<file path="src/rtl/load_unit.sv">
// -----------------------------------------------------------------------------
// load_unit
//
// Single-outstanding load sequencer. A start pulse in IDLE latches the byte
// address and access size, issues one memory read strobe, waits MEM_LATENCY
// cycles for the read word, then captures it into the memory data register
// (mdr_out) together with a lane-aligned, zero-extended result (load_data)
// and raises done for one cycle.
//
// Parameters
//   MEM_LATENCY  cycles from mem_rd assertion to valid mem_rdata (1..15)
//
// Ports
//   clk        in   1   system clock, rising edge
//   reset      in   1   synchronous, active-high reset
//   start      in   1   load request pulse, honoured only in IDLE
//   addr       in   32  byte address of the load
//   lscontrol  in   2   access size: 0 lw, 1 lh, 2 lb, 3 lw
//   mem_rdata  in   32  word returned by memory
//   mem_addr   out  32  word-aligned read address
//   mem_rd     out  1   one-cycle memory read strobe
//   busy       out  1   high whenever the unit is not idle
//   done       out  1   one-cycle completion pulse
//   err        out  1   misaligned-access flag, meaningful while done=1
//   mdr_out    out  32  raw captured memory word
//   load_data  out  32  lane-aligned, zero-extended load result
//
// Build option
//   LOAD_MISALIGN_EXC_EN  when defined, a misaligned lh/lw completes at once
//                         with err=1 and no memory access. When undefined,
//                         err is tied low and the low address bits that do
//                         not select a lane are simply ignored.
// -----------------------------------------------------------------------------
module load_unit #(
  parameter int MEM_LATENCY = 1
) (
  input  logic        clk,
  input  logic        reset,
  input  logic        start,
  input  logic [31:0] addr,
  input  logic [1:0]  lscontrol,
  input  logic [31:0] mem_rdata,
  output logic [31:0] mem_addr,
  output logic        mem_rd,
  output logic        busy,
  output logic        done,
  output logic        err,
  output logic [31:0] mdr_out,
  output logic [31:0] load_data
);

  typedef enum logic [1:0] {
    S_IDLE = 2'd0,
    S_REQ  = 2'd1,
    S_WAIT = 2'd2,
    S_DONE = 2'd3
  } state_t;

  // Access sizes; code 3 behaves as a word load.
  localparam logic [1:0] CTL_LH = 2'd1;
  localparam logic [1:0] CTL_LB = 2'd2;

  // Final WAIT count: the read word is valid on this cycle.
  localparam logic [3:0] LAST_CNT = 4'(MEM_LATENCY - 1);

  state_t      state;
  state_t      next_state;
  logic [3:0]  cnt;
  logic [31:0] addr_q;
  logic [1:0]  ctl_q;
  logic        capture;
  logic        misalign;
  logic [31:0] lane_data;

  // ---------------------------------------------------------------------------
  // Misalignment detection on the incoming request
  // ---------------------------------------------------------------------------
`ifdef LOAD_MISALIGN_EXC_EN
  logic err_q;

  always_comb begin
    misalign = 1'b0;
    unique case (lscontrol)
      CTL_LH:  misalign = addr[0];
      CTL_LB:  misalign = 1'b0;
      default: misalign = (addr[1:0] != 2'b00);
    endcase
  end
`else
  assign misalign = 1'b0;
`endif

  // ---------------------------------------------------------------------------
  // Next-state logic
  // ---------------------------------------------------------------------------
  // NOTE: every signal assigned here gets a default first so no path leaves
  // it unassigned; otherwise synthesis infers a latch.
  always_comb begin
    next_state = state;
    capture    = 1'b0;
    unique case (state)
      S_IDLE: begin
        if (start) begin
          next_state = misalign ? S_DONE : S_REQ;
        end
      end
      S_REQ: begin
        next_state = S_WAIT;
      end
      S_WAIT: begin
        if (cnt == LAST_CNT) begin
          capture    = 1'b1;
          next_state = S_DONE;
        end
      end
      S_DONE: begin
        next_state = S_IDLE;
      end
      default: begin
        next_state = S_IDLE;
      end
    endcase
  end

  // ---------------------------------------------------------------------------
  // Lane extraction from the returned word, using the latched address/size.
  // Lanes are little-endian: lane 0 is bits 7:0.
  // ---------------------------------------------------------------------------
  always_comb begin
    lane_data = mem_rdata;
    unique case (ctl_q)
      CTL_LH: begin
        lane_data = addr_q[1] ? {16'd0, mem_rdata[31:16]}
                              : {16'd0, mem_rdata[15:0]};
      end
      CTL_LB: begin
        unique case (addr_q[1:0])
          2'd0:    lane_data = {24'd0, mem_rdata[7:0]};
          2'd1:    lane_data = {24'd0, mem_rdata[15:8]};
          2'd2:    lane_data = {24'd0, mem_rdata[23:16]};
          default: lane_data = {24'd0, mem_rdata[31:24]};
        endcase
      end
      default: begin
        lane_data = mem_rdata;
      end
    endcase
  end

  // ---------------------------------------------------------------------------
  // State, request latch, latency counter and data registers
  // ---------------------------------------------------------------------------
  // NOTE: sequential state uses non-blocking assignments so every register
  // samples the pre-edge values, independent of statement order.
  always_ff @(posedge clk) begin
    if (reset) begin
      // NOTE: the data registers are cleared too, so mdr_out/load_data read
      // zero after reset rather than whatever the last load left behind.
      state     <= S_IDLE;
      cnt       <= 4'd0;
      addr_q    <= 32'd0;
      ctl_q     <= 2'd0;
      mdr_out   <= 32'd0;
      load_data <= 32'd0;
`ifdef LOAD_MISALIGN_EXC_EN
      err_q     <= 1'b0;
`endif
    end else begin
      state <= next_state;

      // Request is captured only on acceptance; starts while busy are dropped.
      if (state == S_IDLE && start) begin
        addr_q <= addr;
        ctl_q  <= lscontrol;
`ifdef LOAD_MISALIGN_EXC_EN
        err_q  <= misalign;
`endif
      end

      if (state == S_REQ) begin
        cnt <= 4'd0;
      end else if (state == S_WAIT) begin
        cnt <= cnt + 4'd1;
      end

      // Both data outputs move together and only on a real memory return.
      if (capture) begin
        mdr_out   <= mem_rdata;
        load_data <= lane_data;
      end
    end
  end

  // ---------------------------------------------------------------------------
  // Outputs
  // ---------------------------------------------------------------------------
  // addr_q only changes in IDLE, so mem_addr is stable from REQ through DONE.
  assign mem_addr = {addr_q[31:2], 2'b00};
  assign mem_rd   = (state == S_REQ);
  assign busy     = (state != S_IDLE);
  assign done     = (state == S_DONE);

`ifdef LOAD_MISALIGN_EXC_EN
  assign err = done & err_q;
`else
  assign err = 1'b0;
`endif

endmodule
</file>
<file path="config.mk">
export PLATFORM = sky130hd
export DESIGN_NAME = load_unit
export DESIGN_NICKNAME = d
export VERILOG_FILES = /design/src/rtl/load_unit.sv
export SDC_FILE = /design/constraint.sdc
export NUM_CORES = 1
export LEC_CHECK = 0
export BUFFER_PORTS_ARGS = -buffer_cell sky130_fd_sc_hd__buf_4
export CORE_MARGIN = 2
export CORE_UTILIZATION = 49
export DETAILED_ROUTE_END_ITERATION = 10
export GPL_TIMING_DRIVEN = 0
export PLACE_DENSITY = 0.8
export RECOVER_POWER = 50
export SLEW_MARGIN = 0
export SYNTH_ARGS = -nofsm -noshare
export SYNTH_HDL_FRONTEND = slang
export SYNTH_SLANG_ARGS = --single-unit
</file>
<file path="constraint.sdc">
create_clock -name clk -period 2.1 [get_ports clk]
set_input_delay 0.105 -clock clk [delete_from_list [all_inputs] [get_ports clk]]
set_output_delay 0.105 -clock clk [all_outputs]
set_load 0.01 [all_outputs]
</file>
Yosys cells after proc, flatten, opt, wreduce, memory -nomap -nowiden
Index checks and enable logic that the tools add are counted.
{ "word_totals": {"reg_bits": 104, "wordCells": 31, "inputBits": 69} }
{ "op_classes": {"reduce_logical": 7, "addsub": 1, "muxes": 8, "eq_ne": 9} }
{ "op_table": {"columns": ["cell", "n"], "rows": [
  ["32-bit one-hot mux with 2 select lines", 1],
  ["8-bit one-hot mux with 3 select lines", 1],
  ["16-bit two-way mux", 1],
  ["2-bit == test, second input constant", 4],
  ["2-bit one-hot mux with 4 select lines", 1],
  ["2-bit by 1-bit == test with 1-bit output, second input constant", 3],
  ["4-bit by 1-bit adder with 4-bit output, second input constant", 1],
  ["2-bit zero test", 2],
  ["4-bit zero test", 1],
  ["2-bit two-way mux", 2],
  ["2-bit inequality test, second input constant", 2],
  ["1-bit two-way mux", 2],
  ["2-bit AND reduction", 1],
  ["2-bit nonzero test", 1],
  ["2-bit OR reduction", 1],
  ["1-bit logical AND", 1]
]} }

Depth between registers and ports, before layout
Gate-level depths: netlist of the first run.
{ "depth": {"depth_word": 3, "mapped_depth": 8, "mapped_depth_nobuf": 5} }

Worst setup path after synthesis of the first run
No wires, ideal clock.
{ "synth_path": {"kind": "register -> register", "start": "reg state[0]", "end": "reg load_data[3]", "arrival_time_ns": 1.431, "stages_incl_launch_ff": 9, "slack_ns": 0.545, "period_less_slack_ns": 1.555, "required_time_ns": 1.976, "path_buffers": 3, "cell_sequence": "dfxtp_1 > inv_1 > ha_1 > buf_4 > and4bb_1 > buf_4 > buf_4 > o21ai_0 > a21oi_1"} }
{ "synth_via": {"elab_chain_len": 2} }
{ "synth_lines": {"columns": ["element", "line_no", "text"], "rows": [
  ["from (decl)", "66", "state_t state;"],
  ["from (signal assigned)", "169", "state <= next_state;"],
  ["2-bit == test", "101", "unique case (state)"],
  ["1-bit two-way mux", "101", null],
  ["to (signal assigned)", "189", "load_data <= lane_data;"],
  ["to (decl)", "49", "output logic [31:0] load_data"]
]} }
No other way between the ends.
A chain may end at the register's enable or synchronous reset.

Worst setup path after layout of the first run
{ "layout_path": {"start": "reg state[0]", "end": "reg load_data[15]"} }
The elaborated chain is that of the path after synthesis.

==> flow_summary.json, run 1 <==
{
  "status": "completed",
  "antenna_found_initial": 0,
  "cts.sinks": 104,
  "h-tree-depth": 3,
  "gp_congestion": 0.8778,
  "power_density_nw_per_um2": 1057,
  "yosysWarnings": 0,
  "start_kind": "flop",
  "maxSlewViolCount": 0,
  "dr_total_vias": 4748,
  "finalSetupTns_ns": 0,
  "num_rows": 35,
  "diodes": 0,
  "die_w_um": 100.3,
  "syn_area_um2": 4547,
  "post_drt_wl_per_cell_um": 15.83,
  "clockBufferDepth": 2,
  "whs_ns": 0.006009,
  "dr.pass1.iters": 6,
  "fp.coreArea_um2": 9109,
  "grtUsageTotal_pct": 27.13,
  "synth_seq_cells": 104,
  "routed_wl_um": 14190,
  "root_buffer": "clkbuf_8",
  "cts.repair.resized": 0,
  "synth_cells": 559,
  "area_growth_pct": 36.30,
  "drive_gt1_share_pct": 19.75,
  "yosysUniqueCellTypes": 33,
  "endpoint_kind": "flop",
  "worst_slew_pin_slew_ns": 0.5394,
  "p_leak_nw": 2.516,
  "worst-endpoint-required_ns": 2.38,
  "hpwl_um": 9888,
  "die_h_um": 100.3,
  "final_antenna_net_count": 0,
  "cts_setup_buffers": 0,
  "cts_tree": "done",
  "cts_buffers": 9,
  "clk_latency_ns": 0.37,
  "grt_max_degree": 20,
  "die_area_um2": 10070,
  "crit_type": "reg -> reg",
  "final.period_utilization_pct": 90.11,
  "slew_headroom_pct": 63.97,
  "nFillCells": 814,
  "ir_drop_mv": 0.4804,
  "setup_viol": 0,
  "clk_pin_slew_ns": 0.10,
  "syn_area_per_cell_um2": 8.134,
  "grt_overflow": 0,
  "fmax_mhz": 528.4,
  "yosysSeqAreaShare_pct": 45.79,
  "io_buffers": 164,
  "min_path_type": "in -> reg",
  "fin_nets": 858,
  "rsz0062_at_grt": "no",
  "drtIter0Drc": 305,
  "skew_ns": 0.01584,
  "hold_viol": 0,
  "pin_count": 169,
  "remaining_drc_errors": 0,
  "post-route-util_pct": 68.04,
  "crit_path_max_fanout": 10,
  "via_per_inst": 5.299,
  "cp.arrival_ns": 2.18,
  "min_period_ns": 1.892,
  "grt_first_pass_wirelength_um": 21590,
  "cap_violations": 0,
  "grt_pass1_vias": 4470,
  "start_util_pct": 49.92
}
## per-layer routing
layer	vias up	wire length (µm)	global-route usage, %
li1	2273	-	-
met1	2206	5757	34.39
met2	226	6870	45.22
met3	43	1080	4.248
met4	0	477	12.86
met5	-	0	0
## cells in the final DEF (no fill, tap or decap), types with 2 or more instances in the layout
cell,netlist,layout
dlygate4sd3_1,0,44
clkbuf_4,0,3
a221oi_1,5,5
xor2_1,2,2
dfxtp_1,104,104
o22ai_1,7,7
clkbuf_1,19,113
buf_4,41,109
ha_1,9,9
buf_1,2,2
nor3_1,4,4
nand3_1,16,16
conb_1,1,3
inv_6,0,3
o21ai_0,24,24
mux2_4,3,3
buf_2,11,10
clkbuf_8,0,9
a31oi_1,8,8
a221oi_2,3,3
nor2b_1,10,10
mux2i_1,2,2
and3b_1,9,9
buf_6,4,4
a21oi_1,91,91
mux2_2,6,6
nand2_1,160,160
inv_1,9,9
## report_power, final
| group | internal, W | switching (W) |
|---|---|---|
| logic | 0.00110 | 0.00163 |
| clock network | 0.000453 | 0.000722 |
| registers | 0.00240 | 0.000245 |
| total | 0.00396 | 0.00259 |
## critical path, cell delays in order (launching register included)
cell,delay [ns]
dfxtp_1,0.35
inv_1,0.11
ha_1,0.16
clkbuf_1,0.30
and4bb_1,0.24
buf_4,0.18
buf_4,0.19
o21ai_0,0.11
a31oi_1,0.18
## kinds of logic (layout without fill, tap and decap cells)
group / count (synthesis) / count (layout) / share of synthesized area, %
AOI/OAI and AO/OA: 140 / 140 / 17.06
xor gates and xnor gates: 3 / 3 / 0.5780
adders and majority gates: 9 / 9 / 2.477
buffers and inverters: 86 / 310 / 11.45
DFF: 104 / 104 / 45.79
muxes: 11 / 11 / 2.917
other: 1 / 3 / 0.08247
and+or+nand+nor: 205 / 205 / 19.65
## registers in the layout, indices dropped and copies added (netlist names)
name	cells
cnt	4
addr_q	32
ctl_q	2
mdr_out	32
state	2
load_data	32
## stage by stage
step,instances,cell area [µm²],worst slack (ns),power [W]
3_3_place_gp,836,5924,0.4242,0.005502
5_1_grt,896,6197,0.1174,0.006938
2_1_floorplan,561,4554,0.5448,0.004403
4_1_cts,896,6548,0.3436,0.006832
6_report,896,6197,0.2076,0.006550
3_5_place_dp,836,5924,0.3505,0.005598
## synthesized netlist by cell type
library cell	number	area, µm²
nand2_1	160	600.6
dfxtp_1	104	2082
a21oi_1	91	455.4
buf_4	41	307.8
o21ai_0	24	120.1
clkbuf_1	19	71.32
nand3_1	16	80.08
buf_2	11	55.05
nor2b_1	10	62.56
and3b_1	9	78.83
ha_1	9	112.6
inv_1	9	33.78
a31oi_1	8	50.05
o22ai_1	7	43.79
mux2_2	6	67.56
a221oi_1	5	43.79
buf_6	4	45.04
nor3_1	4	20.02
a221oi_2	3	45.04
mux2_4	3	45.04
buf_1	2	7.510
mux2i_1	2	20.02
xor2_1	2	17.52
and2_1	1	6.260
and4bb_1	1	12.51
conb_1	1	3.750
nand4_1	1	6.260
nand4bb_1	1	11.26
o211a_1	1	10.01
o211ai_1	1	7.510
or3_1	1	6.260
or3b_2	1	8.760
xnor2_1	1	8.760
## path summary, 6_finish.rpt
kind         slack, ns                          to  cells past startpoint                     start
min              0.006    mdr_out[10]$_SDFFE_PP0P_                      3             mem_rdata[10]
max reg2reg       0.21  load_data[15]$_SDFFE_PP0P_                      8     state[0]$_SDFFE_PP0P_
max               0.21  load_data[15]$_SDFFE_PP0P_                      8     state[0]$_SDFFE_PP0P_
min reg2reg       0.46    mdr_out[11]$_SDFFE_PP0P_                      2  mdr_out[11]$_SDFFE_PP0P_
## area by class of cell
type                       instances  area [µm²]  area share [%]
sequential                       104        2082           33.60
multi-input combinational        371        1952           31.50
timing repair buffer             208        1330           21.46
buffer                            77       478.0           7.712
tap                              111       138.9           2.241
clock buffer                       9       123.9           1.999
clock inverter                     7       58.81          0.9489
inverter                           9       33.78          0.5451
## what timing repair did
| action | in CTS | in global routing |
|---|---|---|
| hold buffers | 44 | 0 |
| hold endpoints to repair | 44 | 0 |
| setup endpoints to repair | 0 | 0 |
No activity file was read; power rests on OpenSTA's default activity.
==> run 2, diff against run 1 <==
--- a/config.mk
+++ b/config.mk
@@ -7,10 +7,10 @@
 export LEC_CHECK = 0
 export BUFFER_PORTS_ARGS = -buffer_cell sky130_fd_sc_hd__buf_4
 export CORE_MARGIN = 2
-export CORE_UTILIZATION = 49
+export CORE_UTILIZATION = 35
 export DETAILED_ROUTE_END_ITERATION = 10
 export GPL_TIMING_DRIVEN = 0
-export PLACE_DENSITY = 0.8
+export HOLD_SLACK_MARGIN = 0.15
 export RECOVER_POWER = 50
 export SLEW_MARGIN = 0
 export SYNTH_ARGS = -nofsm -noshare
==> flow_summary.json, run 2 (synthesis results as in run 1) <==
{
  "cts_buffers": 9,
  "die_area_um2": 13920,
  "final_antenna_net_count": 0,
  "endpoint_kind": "flop",
  "multi_input_area_um2": 1952,
  "io_buffers": 164,
  "p_leak_nw": 2.681,
  "routed_wl_um": 14990,
  "whs_ns": 0.2290,
  "holdCritStartpoint": "start",
  "grt_overflow": 0,
  "hpwl_um": 10780,
  "p_seq_share_pct": 36.3,
  "cts.repair.resized": 0,
  "finalSetupTns_ns": 0,
  "area_growth_pct": 46.04,
  "drive_gt1_share_pct": 19.21,
  "cts_tree": "done",
  "fmax_mhz": 535.0,
  "crit_type": "reg -> reg",
  "grtUsageTotal_pct": 21.11,
  "h-tree-depth": 3,
  "nFillCells": 1278,
  "cp_common_cell": "buf_4",
  "slew_headroom_pct": 63.92,
  "regArea_um2": 2082,
  "clk_pin_slew_ns": 0.07,
  "sw_frac_of_total_pct": 36.21,
  "antenna_found_initial": 0,
  "layout_commonest_cell": "nand2_1",
  "timing.rr.start": "state[0]$_SDFFE_PP0P_",
  "start_util_pct": 35.88,
  "grt_pass1_vias": 4609,
  "ir_drop_mv": 0.4292,
  "intPower_w": 0.004641,
  "cts_setup_buffers": 0,
  "r2r-end": "load_data[14]$_SDFFE_PP0P_",
  "die_w_um": 118.0,
  "fin_cells": 979,
  "maxSlewViolCount": 0,
  "skew_ns": 0.006196,
  "rsz0062_at_grt": "no",
  "pin_count": 169,
  "gp_congestion": 0.8061,
  "pwr-share-clk_pct": 25.6,
  "start_kind": "flop",
  "post_drt_wl_per_cell_um": 15.31,
  "worst-endpoint-required_ns": 2.38,
  "fp.coreArea_um2": 12670,
  "placed_area_um2": 6001,
  "final.period_utilization_pct": 89.00,
  "root_buffer": "clkbuf_16",
  "design_area_um2": 6640,
  "hold_viol": 0,
  "worst_slew_pin_slew_ns": 0.5413,
  "grt_max_degree": 17,
  "clockBufferDepth": 2,
  "cap_violations": 0,
  "drtIter0Drc": 338,
  "critical-path-slowest-cell": "dfxtp_1",
  "clk_latency_ns": 0.35,
  "via_per_inst": 4.759,
  "remaining_drc_errors": 0,
  "rrSetupSlack_ns": 0.23,
  "reg2regPathDepth": 8,
  "setup_viol": 0,
  "layout_common_cells": "nand2_1, clkbuf_1, buf_4",
  "cp.arrival_ns": 2.15,
  "dr_total_vias": 4659,
  "netSwitchingPower_w": 0.002634,
  "num_rows": 41,
  "min_period_ns": 1.869,
  "reg_top3": "addr_q x32, load_data x32, mdr_out x32",
  "p_comb_share_pct": 38.1,
  "holdBufCountCts": 66,
  "path_cells": "inv_1, ha_1, clkbuf_1, and4bb_1, buf_4, buf_4, o21ai_0, a31oi_1",
  "fin_nets": 880,
  "slowest_delay_ns": 0.34,
  "grt_first_pass_wirelength_um": 23380,
  "crit_path_max_fanout": 10,
  "min_path_type": "in -> reg",
  "die_h_um": 118.0,
  "power_density_nw_per_um2": 1096,
  "diodes": 0,
  "status": "completed",
  "whs_path_depth": 4,
  "cts.sinks": 104,
  "dr.pass1.iters": 4,
  "dp_cells": 897,
  "whs_endpoint": "ctl_q[1]$_SDFFE_PP0P_"
}
-- run 2: changes by cell type in the layout (fill, tap and decap cells not counted), sizes merged --
cell,before,now
dlygate4sd3,44,66
inv,13,9
bufinv,0,2
buf,125,126
clkbuf,125,126
clkinv,2,3
clkinvlp,1,0
-- run 2: how the worst max path moves through the flow --
stage / startpoint / slack [ns] / cells after the start / end
floorplan: state[0]$_SDFFE_PP0P_ / 0.54 / 8 / load_data[3]$_SDFFE_PP0P_
global placement: ctl_q[0]$_SDFFE_PP0P_ / 0.40 / 6 / load_data[1]$_SDFFE_PP0P_
detailed placement: state[0]$_SDFFE_PP0P_ / 0.37 / 8 / load_data[14]$_SDFFE_PP0P_
CTS: state[0]$_SDFFE_PP0P_ / 0.34 / 8 / load_data[14]$_SDFFE_PP0P_
global route: state[0]$_SDFFE_PP0P_ / 0.11 / 8 / load_data[15]$_SDFFE_PP0P_
finish: state[0]$_SDFFE_PP0P_ / 0.23 / 8 / load_data[14]$_SDFFE_PP0P_
-- run 2: power by group through the flow --
stage          Sequential, W  Combinational (W)  Clock [W]
3_3_place_gp         0.00267            0.00290          0
2_1_floorplan        0.00277            0.00163          0
3_5_place_dp         0.00269            0.00296          0
4_1_cts              0.00265            0.00307    0.00188
5_1_grt              0.00269            0.00306    0.00197
6_report             0.00264            0.00277    0.00186
-- run 2: through the flow --
| stage | power [W] | util [%] | setup WS, ns |
|---|---|---|---|
| after floorplan | 0.004403 | - | 0.5448 |
| after global placement | 0.005576 | 47.36 | 0.3963 |
| after detailed placement | 0.005649 | 47.36 | 0.3718 |
| after CTS | 0.007598 | 55.19 | 0.3450 |
| after global routing | 0.007721 | 52.40 | 0.1080 |
| final | 0.007275 | 52.40 | 0.2309 |
-- run 2: final cells by class --
cell class,instances,share of cell area [%]
multi-input combinational,371,29.40
buffer,77,7.273
sequential,104,31.35
clock buffer,11,3.806
clock inverter,5,1.187
inverter,9,0.5088
timing repair buffer,230,23.23
tap,172,3.241
-- run 2: worst max-delay path: cells and delay by family (launching register included) --
kind | cells | cell delay, ns
compound gates | 2 | 0.27
fa+ha+maj | 1 | 0.15
buf+inv | 4 | 0.79
flops | 1 | 0.34
simple gates | 1 | 0.24
-- run 2: routing by layer --
| metal | share of wire (%) | vias to the layer above | global-route usage, % |
|---|---|---|---|
| li1 | - | 2315 | - |
| met4 | 3.4 | 0 | 9.714 |
| met1 | 43 | 2128 | 26.58 |
| met5 | 0 | - | 0 |
| met2 | 47 | 175 | 34.96 |
| met3 | 6.2 | 41 | 3.924 |
==> run 3, diff against run 2 <==
--- a/config.mk
+++ b/config.mk
@@ -6,6 +6,7 @@
 export NUM_CORES = 1
 export LEC_CHECK = 0
 export BUFFER_PORTS_ARGS = -buffer_cell sky130_fd_sc_hd__buf_4
+export CORE_ASPECT_RATIO = 1.1
 export CORE_MARGIN = 2
 export CORE_UTILIZATION = 35
 export DETAILED_ROUTE_END_ITERATION = 10
==> flow_summary.json, run 3 (synthesis results as in run 1) <==
{
  "io_buffers": 164,
  "cts_tree": "done",
  "dr.pass1.iters": 5,
  "slew_headroom_pct": 64.42,
  "die_area_um2": 13920,
  "clk_latency_ns": 0.35,
  "start_util_pct": 35.96,
  "diodes": 0,
  "p_comb_share_pct": 39.1,
  "timing.rr.start": "state[0]$_SDFFE_PP0P_",
  "skew_ns": 0.009095,
  "p_seq_share_pct": 38.0,
  "gr-max-usage-layer": "met2",
  "dp_cells": 882,
  "ir_drop_mv": 0.4754,
  "setup_slack_ns": 0.2637,
  "via_per_inst": 4.862,
  "whs_endpoint": "ctl_q[1]$_SDFFE_PP0P_",
  "place_ws_ns": 0.3515,
  "min_period_ns": 1.836,
  "grt_pass1_vias": 4513,
  "endpoint_kind": "flop",
  "routed_wl_um": 14900,
  "setup_viol": 0,
  "crit_path_max_fanout": 10,
  "holdBufCountCts": 66,
  "status": "completed",
  "clk_pin_slew_ns": 0.07,
  "min_path_type": "in -> reg",
  "post-route-util_pct": 51.86,
  "post_drt_wl_per_cell_um": 15.46,
  "worst-endpoint-required_ns": 2.38,
  "final_antenna_net_count": 0,
  "cp.arrival_ns": 2.12,
  "cts.sinks": 104,
  "cap_violations": 0,
  "nFillCells": 1281,
  "clockBufferDepth": 2,
  "grt_overflow": 0,
  "fin_cells": 964,
  "start_kind": "flop",
  "intPower_w": 0.004342,
  "layout_common_cells": "nand2_1, clkbuf_1, buf_4",
  "hold_viol": 0,
  "reg_top3": "addr_q x32, load_data x32, mdr_out x32",
  "fmax_mhz": 544.6,
  "num_rows": 43,
  "die_h_um": 123.5,
  "reg2regPathDepth": 8,
  "r2r-end": "mdr_out[10]$_SDFFE_PP0P_",
  "grt_max_degree": 18,
  "pwr-share-clk_pct": 22.8,
  "worst_slew_pin_slew_ns": 0.5337,
  "grtUsageTotal_pct": 20.63,
  "grtUsageMet3_pct": 4.069,
  "rsz0062_at_grt": "no",
  "holdCritStartpoint": "start",
  "layout_commonest_cell": "nand2_1",
  "fin_nets": 880,
  "whs_ns": 0.2177,
  "rrSetupSlack_ns": 0.26,
  "cts.repair.resized": 0,
  "remaining_drc_errors": 0,
  "sw_frac_of_total_pct": 37.85,
  "use_met2_pct": 35.52,
  "drive_gt1_share_pct": 18.59,
  "netSwitchingPower_w": 0.002644,
  "pin_count": 169,
  "hpwl_um": 10690,
  "gp_congestion": 0.8392,
  "antenna_found_initial": 0,
  "crit_type": "reg -> reg",
  "cts_setup_buffers": 0,
  "final.period_utilization_pct": 87.44,
  "whs_path_depth": 4,
  "drtIter0Drc": 232,
  "use_met1_pct": 25.92,
  "h-tree-depth": 3,
  "p_leak_nw": 2.635,
  "dr_total_vias": 4687,
  "cts_buffers": 9,
  "die_w_um": 112.7,
  "grt_first_pass_wirelength_um": 22620,
  "maxSlewViolCount": 0,
  "fp.coreArea_um2": 12640,
  "power_density_nw_per_um2": 1066,
  "root_buffer": "clkbuf_16",
  "finalSetupTns_ns": 0,
  "area_growth_pct": 44.19
}
## run 3: cell types whose count changed in the layout (fill, tap and decap cells not counted), sizes merged
cell      change
inv           +1
clkinvlp      +1
clkbuf        +1
bufinv        -2
buf           -1
## run 3: through the flow
stage | total power, W | area (µm²)
4_1_cts | 0.007325 | 6918
5_1_grt | 0.007425 | 6556
3_5_place_dp | 0.005642 | 5982
2_1_floorplan | 0.004403 | 4554
6_report | 0.006986 | 6556
3_3_place_gp | 0.005568 | 5982
## run 3: area by class of cell
type / count / area (µm²) / area share (%)
multi-input cells: 371 / 1952 / 29.77
clock inverters: 5 / 42.54 / 0.6489
well taps: 157 / 196.4 / 2.996
plain buffers: 77 / 481.7 / 7.347
clock buffers: 11 / 232.7 / 3.550
flip-flops and latches: 104 / 2082 / 31.76
inverters: 9 / 33.78 / 0.5153
repair buffers: 230 / 1535 / 23.42
## run 3: critical path, stage by stage, from the launching register on
cell      delay (ns)
dfxtp_1         0.34
inv_1           0.11
ha_1            0.16
clkbuf_1        0.30
and4bb_1        0.24
buf_4           0.18
buf_4           0.19
nand2_1         0.12
a21oi_1         0.14
## run 3: metal layers
layer	share of wire, %	wire length, µm	vias up
li1	-	-	2318
met5	0	0	-
met1	43	6411	2197
met2	49	7336	151
met3	5.7	851	21
met4	2.0	299	0
## run 3: how the worst max path moves through the flow
stage / start / endpoint / slack (ns) / cells after the start
2_1_floorplan: state[0]$_SDFFE_PP0P_ / load_data[3]$_SDFFE_PP0P_ / 0.54 / 8
6_report: state[0]$_SDFFE_PP0P_ / mdr_out[10]$_SDFFE_PP0P_ / 0.26 / 8
4_1_cts: ctl_q[0]$_SDFFE_PP0P_ / load_data[1]$_SDFFE_PP0P_ / 0.33 / 6
3_5_place_dp: state[0]$_SDFFE_PP0P_ / mdr_out[14]$_SDFFE_PP0P_ / 0.35 / 8
5_1_grt: state[0]$_SDFFE_PP0P_ / mdr_out[0]$_SDFFE_PP0P_ / 0.11 / 7
3_3_place_gp: ctl_q[0]$_SDFFE_PP0P_ / load_data[0]$_SDFFE_PP0P_ / 0.39 / 6
## run 3: power groups by stage
stage / sequential, W / clock, W / combinational [W]
2_1_floorplan: 0.00277 / 0 / 0.00163
3_3_place_gp: 0.00269 / 0 / 0.00288
4_1_cts: 0.00266 / 0.00161 / 0.00305
5_1_grt: 0.00271 / 0.00171 / 0.00301
3_5_place_dp: 0.00271 / 0 / 0.00294
6_report: 0.00266 / 0.00160 / 0.00273
